<file path="config.mk">
export PLATFORM = sky130hd
export DESIGN_NAME = muldiv_unit
export DESIGN_NICKNAME = d
export VERILOG_FILES = /design/src/rtl/muldiv_unit.sv
export SDC_FILE = /design/constraint.sdc
export NUM_CORES = 1
export LEC_CHECK = 0
export BUFFER_PORTS_ARGS = -buffer_cell sky130_fd_sc_hd__buf_2
export CORE_ASPECT_RATIO = 1.25
export CORE_MARGIN = 2
export CORE_UTILIZATION = 27
export CTS_BUF_LIST = sky130_fd_sc_hd__clkbuf_2
export DETAILED_ROUTE_END_ITERATION = 10
export GPL_ROUTABILITY_DRIVEN = 0
export PLACE_DENSITY = 0.44
export SLEW_MARGIN = 0
export SYNTH_ARGS = -nofsm -noshare
export SYNTH_HDL_FRONTEND = slang
export SYNTH_SLANG_ARGS = --single-unit
</file>
<file path="constraint.sdc">
create_clock -name clk -period 6.8 [get_ports clk]
set_input_delay 0.34 -clock clk [delete_from_list [all_inputs] [get_ports clk]]
set_output_delay 0.34 -clock clk [all_outputs]
set_load 0.02 [all_outputs]
</file>
<file path="src/rtl/muldiv_unit.sv">
// muldiv_unit: iterative 32-bit multiply/divide sequencer beside EX.
// Shift-add multiply / restoring divide over 32 steps; results in HI/LO.
// Ports: clk, rst_n (sync, active-low), start/op/op_a/op_b (request),
//   rd_req (HI/LO read), flush (squash), busy, stall, done, hi, lo.
// Option: define MULDIV_SIGNED_EN to honour op[1] (signed) via a FIX state.
module muldiv_unit (
    input  logic        clk,
    input  logic        rst_n,
    input  logic        start,
    input  logic [1:0]  op,
    input  logic [31:0] op_a,
    input  logic [31:0] op_b,
    input  logic        rd_req,
    input  logic        flush,
    output logic        busy,
    output logic        stall,
    output logic        done,
    output logic [31:0] hi,
    output logic [31:0] lo
);

    typedef enum logic [1:0] {
        IDLE    = 2'd0,
        MUL_RUN = 2'd1,
        DIV_RUN = 2'd2
`ifdef MULDIV_SIGNED_EN
        ,
        FIX     = 2'd3
`endif
    } state_t;

    state_t      state_q, state_d;
    logic [5:0]  cnt_q, cnt_d;
    logic [31:0] a_q, a_d;
    logic [31:0] b_q, b_d;
    logic [63:0] acc_q, acc_d;
    logic [31:0] rem_q, rem_d;
    logic [31:0] hi_q, hi_d;
    logic [31:0] lo_q, lo_d;
    logic        done_q, done_d;

    logic [63:0] mul_next;
    logic [32:0] rem_sh;
    logic [32:0] trial;
    logic        q_bit;
    logic [31:0] rem_next;
    logic [31:0] quo_next;
    logic [31:0] a_mag;
    logic [31:0] b_mag;

`ifdef MULDIV_SIGNED_EN
    logic sgn_q, sgn_d;
    logic neg_q, neg_d;
    logic rneg_q, rneg_d;
    logic div_q, div_d;

    assign a_mag = (op[1] && op_a[31]) ? -op_a : op_a;
    assign b_mag = (op[1] && op_b[31]) ? -op_b : op_b;
`else
    logic op_unused;

    assign op_unused = op[1];
    assign a_mag     = op_a;
    assign b_mag     = op_b;
`endif

    // One multiply step: add multiplicand weighted by multiplier bit [count].
    assign mul_next = acc_q + (b_q[cnt_q[4:0]] ?
                      ({32'd0, a_q} << cnt_q[4:0]) : 64'd0);

    // One restoring-divide step; the dividend shifts out of a_q's MSB
    // while quotient bits shift into its LSB.
    assign rem_sh   = {rem_q, a_q[31]};
    assign trial    = rem_sh - {1'b0, b_q};
    assign q_bit    = ~trial[32];
    assign rem_next = q_bit ? trial[31:0] : rem_sh[31:0];
    assign quo_next = {a_q[30:0], q_bit};

    always_comb begin
        state_d = state_q;
        cnt_d   = cnt_q;
        a_d     = a_q;
        b_d     = b_q;
        acc_d   = acc_q;
        rem_d   = rem_q;
        hi_d    = hi_q;
        lo_d    = lo_q;
        done_d  = 1'b0;
`ifdef MULDIV_SIGNED_EN
        sgn_d   = sgn_q;
        neg_d   = neg_q;
        rneg_d  = rneg_q;
        div_d   = div_q;
`endif
        if (flush) begin
            state_d = IDLE;
            cnt_d   = 6'd0;
        end else begin
            unique case (state_q)
                IDLE: begin
                    if (start) begin
                        if (op[0] && (op_b == 32'd0)) begin
                            hi_d   = op_a;
                            lo_d   = 32'hFFFF_FFFF;
                            done_d = 1'b1;
                        end else begin
                            a_d     = a_mag;
                            b_d     = b_mag;
                            acc_d   = 64'd0;
                            rem_d   = 32'd0;
                            cnt_d   = 6'd0;
                            state_d = op[0] ? DIV_RUN : MUL_RUN;
`ifdef MULDIV_SIGNED_EN
                            sgn_d   = op[1];
                            neg_d   = op_a[31] ^ op_b[31];
                            rneg_d  = op_a[31];
                            div_d   = op[0];
`endif
                        end
                    end
                end
                MUL_RUN: begin
                    acc_d = mul_next;
                    cnt_d = cnt_q + 6'd1;
                    if (cnt_q == 6'd31) begin
                        cnt_d   = 6'd0;
                        state_d = IDLE;
                        hi_d    = mul_next[63:32];
                        lo_d    = mul_next[31:0];
                        done_d  = 1'b1;
`ifdef MULDIV_SIGNED_EN
                        // Signed results are published by FIX instead.
                        if (sgn_q) begin
                            state_d = FIX;
                            hi_d    = hi_q;
                            lo_d    = lo_q;
                            done_d  = 1'b0;
                        end
`endif
                    end
                end
                DIV_RUN: begin
                    rem_d = rem_next;
                    a_d   = quo_next;
                    cnt_d = cnt_q + 6'd1;
                    if (cnt_q == 6'd31) begin
                        cnt_d   = 6'd0;
                        state_d = IDLE;
                        hi_d    = rem_next;
                        lo_d    = quo_next;
                        done_d  = 1'b1;
`ifdef MULDIV_SIGNED_EN
                        if (sgn_q) begin
                            state_d = FIX;
                            acc_d   = {rem_next, quo_next};
                            hi_d    = hi_q;
                            lo_d    = lo_q;
                            done_d  = 1'b0;
                        end
`endif
                    end
                end
`ifdef MULDIV_SIGNED_EN
                FIX: begin
                    state_d = IDLE;
                    done_d  = 1'b1;
                    if (div_q) begin
                        lo_d = neg_q ? -acc_q[31:0] : acc_q[31:0];
                        hi_d = rneg_q ? -acc_q[63:32] : acc_q[63:32];
                    end else begin
                        {hi_d, lo_d} = neg_q ? -acc_q : acc_q;
                    end
                end
`endif
                default: begin
                    state_d = IDLE;
                    cnt_d   = 6'd0;
                end
            endcase
        end
    end

    always_ff @(posedge clk) begin
        if (!rst_n) begin
            state_q <= IDLE;
            cnt_q   <= 6'd0;
            a_q     <= 32'd0;
            b_q     <= 32'd0;
            acc_q   <= 64'd0;
            rem_q   <= 32'd0;
            hi_q    <= 32'd0;
            lo_q    <= 32'd0;
            done_q  <= 1'b0;
`ifdef MULDIV_SIGNED_EN
            sgn_q   <= 1'b0;
            neg_q   <= 1'b0;
            rneg_q  <= 1'b0;
            div_q   <= 1'b0;
`endif
        end else begin
            state_q <= state_d;
            cnt_q   <= cnt_d;
            a_q     <= a_d;
            b_q     <= b_d;
            acc_q   <= acc_d;
            rem_q   <= rem_d;
            hi_q    <= hi_d;
            lo_q    <= lo_d;
            done_q  <= done_d;
`ifdef MULDIV_SIGNED_EN
            sgn_q   <= sgn_d;
            neg_q   <= neg_d;
            rneg_q  <= rneg_d;
            div_q   <= div_d;
`endif
        end
    end

    assign busy  = (state_q != IDLE);
    assign stall = busy && (start || rd_req);
    assign done  = done_q;
    assign hi    = hi_q;
    assign lo    = lo_q;

endmodule

</file>
## Word-level counts from Yosys, hierarchy flattened

Index checks and enable logic that the tools add are counted.

- $lt $le $gt $ge: 1
- Equal/unequal tests: 9
- Reductions and logical operators: 17
- Shift-type cells: 1
- Mux-type cells: 36
- Add/subtract/negate cells: 3
- Bitwise operators: 4

Operators by type and width:

| cell | number |
|---|---|
| two-way mux 32 bit | 13 |
| two-way mux 64 bit | 3 |
| case mux 32 bit (3 select lines) | 2 |
| case mux 32 bit (2 select lines) | 2 |
| case mux 64 bit (2 select lines) | 1 |
| adder 64 bit | 1 |
| left shift 32 x 5 -> 64 bit | 1 |
| subtractor 33 x 32 -> 33 bit | 1 |
| zero test 32 bit | 1 |
| two-way mux 6 bit | 3 |
| case mux 6 bit (2 select lines) | 1 |
| AND reduction 4 bit | 3 |
| inequality test 2 bit, second input constant | 5 |
| two-way mux 2 bit | 4 |
| adder 6 x 1 -> 6 bit, second input constant | 1 |
| == test 6 x 5 -> 1 bit, second input constant | 1 |
| < comparator 5 x 6 -> 1 bit, second input constant | 1 |
| AND reduction 6 bit | 1 |
| nonzero test 2 bit | 3 |
| binary-select mux 1 bit (select 5 bit) | 1 |
| two-way mux 1 bit | 4 |
| NOT 1 bit | 4 |
| case mux 2 bit (2 select lines) | 1 |
| OR reduction 2 bit | 2 |
| 10 further kinds | 11 |

- Word-level logic and storage cells: 80
- Register bits after elaboration: 233
- Bits of input ports: 71
- Output and inout port bits: 67

## Depth between registers and ports, before layout

Gate-level depths: netlist of the first run.

- Depth after elaboration: 6
- Mapped depth: 25
- Gate-level depth less buffers: 21

## Worst setup path before layout of the first run

OpenSTA, ideal clock, no wires.

- Path kind: register to register
- Start: register cnt_q[0]
- End: register acc_q[59]
- Arrival time: 4.865 ns
- Library setup time: 0.122 ns
- Buffers on the path: 4
- Period minus slack after synthesis: 4.987 ns
- Data required time: 6.678 ns
- Cell stages (with the launch flop): 22
- Slack: 1.813 ns
- Cells stage by stage: dfxtp_1 buf_2 mux4_2 mux4_2 nand2b_1 clkbuf_1 and2_0 clkbuf_1 buf_1 nor2_1 ha_1 a21oi_1 o21ai_1 a21oi_1 o31ai_1 a41oi_2 o31ai_4 a31oi_4 o21ai_2 nand2_2 and3_1 o311a_1

- Cells in the longest elaborated chain, start to end: 5
- Elaborated cells between the ends (all ways): 6
- Those cells by class: add/sub (1); shift (1); mux (4)

Ends and longest elaborated chain:

| element | RTL line | RTL |
|---|---|---|
| start, declared | 33 | `logic [5:0] cnt_q, cnt_d;` |
| start signal, assigned | 202 | `cnt_q <= cnt_d;` |
| binary-select mux 1 bit (select 5 bit) | 68 | `assign mul_next = acc_q + (b_q[cnt_q[4:0]] ?` |
| two-way mux 1 bit (implied by the code) | 68 |  |
| two-way mux 64 bit (*) | 68 |  |
| adder 64 bit (*) | 68 |  |
| case mux 64 bit (2 select lines) (*) | 99 | `unique case (state_q)` |
| end signal, assigned | 189 | `acc_q <= 64'd0;` |
| end signal, assigned | 205 | `acc_q <= acc_d;` |
| end, declared | 36 | `logic [63:0] acc_q, acc_d;` |

Mark *: on every way between the ends. The rest lies on a longest branch, timed or not. The select of a mux whose other input is x is not followed.
A chain may end at the register's enable or synchronous reset.

## Worst setup path in the final report of the first run

- Start: register cnt_q[0]
- End: register hi_q[26], in the netlist hi[26]

- Cells in the longest elaborated chain, start to end: 6
- Elaborated cells between the ends (all ways): 11
- Those cells by class: add/sub (1); eq/ne (3); shift (1); mux (5); reduce/logical (1)

Ends and longest elaborated chain:

| element | RTL line | RTL |
|---|---|---|
| binary-select mux 1 bit (select 5 bit) | 68 |  |
| two-way mux 1 bit (implied by the code) | 68 |  |
| two-way mux 64 bit | 68 |  |
| adder 64 bit | 68 |  |
| two-way mux 32 bit | 125 | `if (cnt_q == 6'd31) begin` |
| case mux 32 bit (3 select lines) | 99 |  |
| end signal, assigned | 207 | `hi_q <= hi_d;` |
| end, declared | 38 | `logic [31:0] hi_q, hi_d;` |

Several ways; a longest one is shown, not always the timed one. The select of a mux whose other input is x is not followed.

==> metrics, run 1 <==
outcome=complete, no violations; unrepaired setup endpoints after global routing=false; syn nets=2575; Ys Warns=0; EDFF count, synth=0; aggregate routed wire length=77500 µm; critical path depth=21; first-pass GRT wire length=around 120000 µm; Hold Path End=a_q[16]$_SDFFE_PN0P_; Pleak=just over 0.009 µW; CP Launch Type=flip-flop; leading cell type in the layout, fill and taps excluded=nand2_1; Layout Nets=2814; Detailed Place HPWL=a little under 60000 µm; max-cap viol count=0; TritonRoute pass-1 iters=6; largest cells by area after synthesis=dfxtp_1, nand2_1, ha_1, a21oi_1, o21ai_0; reg2reg start=cnt_q[0]$_SDFFE_PP0P_; pin count of the biggest net entering global routing=100; largest area contributor in the netlist=dfxtp_1; Clock Skews=a little under 0.07 ns; Setup violations, final=0; post-synthesis cell count=around 2400; critical-path cell list=mux4_2, mux4_2, nand2b_1, nand2b_1, nor2_1, and2_1, ha_1, inv_1, fa_1, nand2b_1, a21oi_1, o311ai_0, a21oi_1, nor4b_2, buf_4, o211ai_1, a32oi_1, o21bai_1, xor2_1, a211oi_1, nor4b_1; maximum fanout along the worst path=10; boundary pin count=around 140; Worst R2R Path Depth=21; ys async rst share=0%; Starting Density=between 20% and 30%; Routed Antenna Nets=0; slowest CP cell=mux4_2; layout cell share with drive strength beyond 1=about 14%; clk buf depth=3; Buf+Inv Stages, Crit Path=2; Vias/cell=~5.3; FILL cells=~7000; Worst Tran Pin Value=around 1.1 ns; Reg2Reg Setup Slack=between 0.4 and 0.5 ns; cts hold-fix bufs=170; Slew Limit Fails=0; sequential area share after synthesis=between 20% and 30%; Cell Area, Synth=18100 µm²; worst-skew pair later-pin latency=1.10 ns; Syn Area/Cell=7.53 µm²; Synth Register Bits=around 230; Port-buffer cells=136; DRC errors left=0; Congestion Overflow GR=0; CP peak stage delay=around 0.6 ns; FP Rows=between 100 and 150; worst vdd ir=0.117 mV; Die Y=about 290 µm; WP data required=about 7.7 ns; CTS Buf Count=68; Final min period=6.37 ns; P&R area growth vs syn=20.6%; area fraction of the dominant cell type after synthesis=between 20 and 30%; Synth cell types=82; Slew HR=22.8%; initial antenna violation count=3; Total Routing Usage GR=22.0%; most frequent cells in the layout=nand2_1, dfxtp_1, a21oi_1; routed length per instance=around 22 µm; most frequent CP cell=nand2b_1; CORE AREA=about 67000 µm²; hold depth=5; Synth Flop Type=dfxtp_1; reg2reg end=hi[26]$_SDFFE_PN0P_; final worst path period share=between 90 and 100%; setup TNS=0 ns; Worst Setup End Kind=flip-flop; Root Driver=clkbuf_2; chip width=236 µm; Placed Area=~19000 µm²; critical path's top delay family=compound AO/OA/AOI/OAI gates; Starting DRT DRC Count=between 1000 and 1500; CTS tree=yes; critical path class=flip-flop to flip-flop; CTS Sinks=~230; PwrDens=between 150 and 200 nW/µm²; worst hold path class=input port to flip-flop; via count=roughly 19000; Arrival @ worst endpoint=between 7 and 8 ns; H-tree lvl count=3; vias in the first global route=around 19000; fmax=~160 MHz; CTS resizes=0; Clk pin slew, worst setup/hold paths=between 0.1 and 0.15 ns; fin area=21800 µm²; Power, Total=roughly 3400 µW; HP Start=op_a[16]; Setup Fix Bufs, Post-CTS=0; Final Hold Violating Endpoints=0; die area=slightly below 70000 µm²
sequential cells by signal, indices dropped and copies added (netlist names):
register and count:
state_q 2, b_q 32, done 1, hi 32
cnt_q 6, a_q 32, lo 32, acc_q 64
rem_q 32
synthesized netlist by cell type, types with 35 or more instances:
| master | number |
|---|---|
| nand3_1 | 61 |
| ha_1 | 100 |
| nor2_1 | 155 |
| mux2i_1 | 52 |
| and2_1 | 72 |
| inv_1 | 72 |
| o211ai_1 | 35 |
| xnor2_1 | 52 |
| mux2_2 | 35 |
| nand2_1 | 440 |
| o21ai_0 | 162 |
| a21o_1 | 43 |
| o211a_1 | 38 |
| a31oi_1 | 44 |
| a21boi_0 | 54 |
| clkbuf_1 | 128 |
| dfxtp_1 | 233 |
| a21oi_1 | 175 |
| nor3_1 | 41 |
final cells by class:
cell class	count	area [µm²]	area share [%]
well taps	864	1080	4.95
flip-flops and latches	233	4670	21.4
multi-input cells	1923	12500	57.3
repair buffers	341	2650	12.1
clock inverters	24	206	0.946
inverters	74	278	1.27
clock buffers	85	425	1.95
diodes	4	10.0	0.0459
worst max-delay path by stage:
stage               slack, ns                endpoint                  start
global placement         0.59     hi[26]$_SDFFE_PN0P_  cnt_q[0]$_SDFFE_PP0P_
CTS                      0.48     hi[26]$_SDFFE_PN0P_  cnt_q[0]$_SDFFE_PP0P_
finish                   0.43     hi[26]$_SDFFE_PN0P_  cnt_q[0]$_SDFFE_PP0P_
floorplan                1.81  acc_q[59]$_SDFFE_PN0P_  cnt_q[0]$_SDFFE_PP0P_
global route             0.18     hi[26]$_SDFFE_PN0P_  cnt_q[0]$_SDFFE_PP0P_
detailed placement       0.54     hi[26]$_SDFFE_PN0P_  cnt_q[0]$_SDFFE_PP0P_
worst register-to-register path, cell delays in order (launching register included):
cell,delay [ns]
dfxtp_2,0.55
mux4_2,0.56
mux4_2,0.59
nand2b_1,0.41
nand2b_1,0.27
nor2_1,0.11
and2_1,0.17
ha_1,0.20
inv_1,0.07
fa_1,0.18
nand2b_1,0.16
a21oi_1,0.13
o311ai_0,0.59
a21oi_1,0.22
nor4b_2,0.30
buf_4,0.19
o211ai_1,0.14
a32oi_1,0.46
o21bai_1,0.16
xor2_1,0.18
a211oi_1,0.49
nor4b_1,0.10
logic make-up (layout without fill, tap and decap cells):
logic type / Yosys count / after routing / synth area share, %
xor gates and xnor gates: 85 / 85 / 4.22
and+or+nand+nor: 917 / 917 / 23.1
other: 0 / 4 / 0
DFF: 233 / 233 / 25.8
adders and majority gates: 102 / 102 / 7.14
muxes: 119 / 119 / 9.04
AOI/OAI and AO/OA: 700 / 700 / 25.3
buffers and inverters: 246 / 524 / 5.39
power by group:
part	switching, µW	internal, µW	total [µW]
clock network	708	495	1200
logic	428	294	722
registers	59.3	1410	1470
metal layers:
metal	GRT usage [%]	up-vias	part of all wire, %
met5	0	-	0
met2	38.3	615	49
met1	25.2	9102	40
met4	13.8	0	6.6
met3	3.60	167	4.8
li1	-	9074	-
stage by stage:
stage,util [%],instances,setup WS [ns],hold slack (ns)
after detailed placement,29.3,3265,0.540,0.456
after global routing,32.8,3547,0.179,0.191
after global placement,29.3,3265,0.587,0.454
final,32.8,3548,0.429,0.235
after CTS,32.8,3544,0.483,0.109
after floorplan,-,2402,1.81,0.438
Power figures use the tool's default switching activity.
==> inputs of run 2 (changes only) <==
Settings changed: CORE_UTILIZATION 27 to 36, PLACE_DENSITY 0.44 to 0.54.
==> metrics, run 2 (synthesis gave the netlist of run 1 again) <==
pin count of the biggest net entering global routing=107 (was 100); FILL cells=5083 (was 7209); final hold slack=0.234 ns (was 0.235 ns); P&R area growth vs syn=15.6% (was 20.6%); Layout Nets=2748 (was 2814); setup TNS=0 ns (unchanged); Port-buffer cells=136 (unchanged); Vias/cell=5.70 (was 5.34); Final Util=42.2% (was 32.8%); routed length per instance=21.6 µm (was 21.8 µm); post-route insts no fill=3280 (was 3548); Final min period=5.99 ns (was 6.37 ns); Slew HR=28.1% (was 22.8%); Final Hold Violating Endpoints=0 (unchanged); Worst Tran Pin Value=1.08 ns (was 1.15 ns); CP Launch Type=flip-flop (unchanged); Routed Antenna Nets=0 (unchanged); CP peak stage delay=0.57 ns (was 0.59 ns); Placed Area=19200 µm² (was 19500 µm²); Detailed Place HPWL=53000 µm (was 58300 µm); H-tree lvl count=3 (unchanged); unrepaired setup endpoints after global routing=false (unchanged); worst-skew pair later-pin latency=1.11 ns (was 1.10 ns); via count=18700 (was 19000); Die Y=255 µm (was 293 µm); Worst Setup End Kind=flip-flop (unchanged); worst vdd ir=0.123 mV (was 0.117 mV); CORE AREA=49500 µm² (was 66600 µm²); fin area=20900 µm² (was 21800 µm²); Congestion Overflow GR=0 (unchanged); Pleak=0.00893 µW (was 0.00925 µW); CTS resizes=0 (unchanged); first-pass GRT wire length=106000 µm (was 116000 µm); max-cap viol count=0 (unchanged); die area=52100 µm² (was 69100 µm²); clk buf depth=3 (unchanged); fmax=167 MHz (was 157 MHz); Starting Density=36.5% (was 27.2%); Clk pin slew, worst setup/hold paths=0.13 ns (was 0.11 ns); FP Rows=91 (was 106); TritonRoute pass-1 iters=6 (unchanged); vias in the first global route=18000 (was 19000); leading cell type in the layout, fill and taps excluded=nand2_1 (unchanged); final worst path period share=88.1% (was 93.7%); Starting DRT DRC Count=1536 (was 1195); aggregate routed wire length=70800 µm (was 77500 µm); Largest register FFs=64 (unchanged); CTS Sinks=233 (unchanged); most frequent cells in the layout=nand2_1, dfxtp_1, a21oi_1 (unchanged); PwrDens=158 nW/µm² (was 156 nW/µm²); Top reg by flops=acc_q (unchanged); Placed Instances=3048 (was 3265); DRC errors left=0 (unchanged); Arrival @ worst endpoint=6.86 ns (was 7.31 ns); critical path class=flip-flop to flip-flop (unchanged); maximum fanout along the worst path=10 (unchanged); layout cell share with drive strength beyond 1=14.3% (was 13.8%); WP data required=7.67 ns (was 7.74 ns); outcome=complete, no violations (unchanged); Total Routing Usage GR=26.8% (was 22.0%); Root Driver=clkbuf_2 (unchanged); most frequent CP cell=nand2b_1 (unchanged); slowest CP cell=mux4_2 (unchanged); initial antenna violation count=2 (was 3); boundary pin count=138 (unchanged); worst hold path class=input port to flip-flop (unchanged); Setup violations, final=0 (unchanged); chip width=205 µm (was 236 µm); CTS Buf Count=66 (was 68); critical-path cell list=mux4_2, mux4_2, nand2b_1, buf_4, nand2b_1, nor2_1, and2_1, ha_1, inv_1, fa_1, nand2b_1, a21oi_1, o311ai_0, a21oi_1, nor4b_2, o211ai_1, a32oi_1, o21bai_1, xor2_1, a211oi_1, nor4b_1 (was mux4_2, mux4_2, nand2b_1, nand2b_1, nor2_1, and2_1, ha_1, inv_1, fa_1, nand2b_1, a21oi_1, o311ai_0, a21oi_1, nor4b_2, buf_4, o211ai_1, a32oi_1, o21bai_1, xor2_1, a211oi_1, nor4b_1); CTS tree=yes (unchanged); Clock Skews=0.144 ns (was 0.0675 ns); Slew Limit Fails=0 (unchanged)
run 2: area by class of cell:
class / count / area (µm²) / area share (%)
multi-input cells: 1923 / 12500 / 59.8
flip-flops and latches: 233 / 4670 / 22.3
repair buffers: 277 / 2020 / 9.66
well taps: 651 / 815 / 3.89
clock buffers: 98 / 490 / 2.34
inverters: 74 / 278 / 1.33
clock inverters: 21 / 140 / 0.670
diodes: 3 / 7.51 / 0.0359
run 2: worst max-delay path, delay by kind of cell (launching register included):
| family | cells | cell delay [ns] |
|---|---|---|
| compound gates | 7 | 1.79 |
| mux | 2 | 1.13 |
| buf+inv | 2 | 0.25 |
| simple gates | 7 | 1.51 |
| xor+xnor | 1 | 0.21 |
| fa+ha+maj | 2 | 0.38 |
| flops | 1 | 0.56 |
run 2: worst paths after layout:
path	slack (ns)	from	cells past startpoint	endpoint
min	0.23	op_a[27]	5	a_q[27]$_SDFFE_PN0P_
min reg2reg	0.48	acc_q[34]$_SDFFE_PN0P_	2	acc_q[34]$_SDFFE_PN0P_
max reg2reg	0.81	cnt_q[0]$_SDFFE_PP0P_	21	hi[26]$_SDFFE_PN0P_
max	0.81	cnt_q[0]$_SDFFE_PP0P_	21	hi[26]$_SDFFE_PN0P_
run 2: metrics by stage:
step	total power, µW	setup WS [ns]
after floorplan	1910	1.81
after global placement	2120	0.934
after detailed placement	2120	0.904
after CTS	3330	0.844
after global routing	3460	0.523
final	3300	0.808
run 2: metal layers:
layer	routed length [µm]	GRT usage [%]	vias up
met1	27700	30.9	8844
met4	5470	19.1	0
met5	0	0	-
li1	-	-	8970
met2	33900	45.4	693
met3	3710	4.01	191
run 2: what timing repair did:
action,in CTS,in global routing
buffers inserted,0,0
endpoints found under the hold margin,139,0
hold buffers,110,0
run 2: where the power goes:
group	switching [µW]	total [µW]	internal [µW]	leakage, µW
combinational	409	682	273	0.00656
clock	687	1150	463	0.000481
sequential	56.3	1470	1410	0.00189
total	1150	3300	2150	0.00893
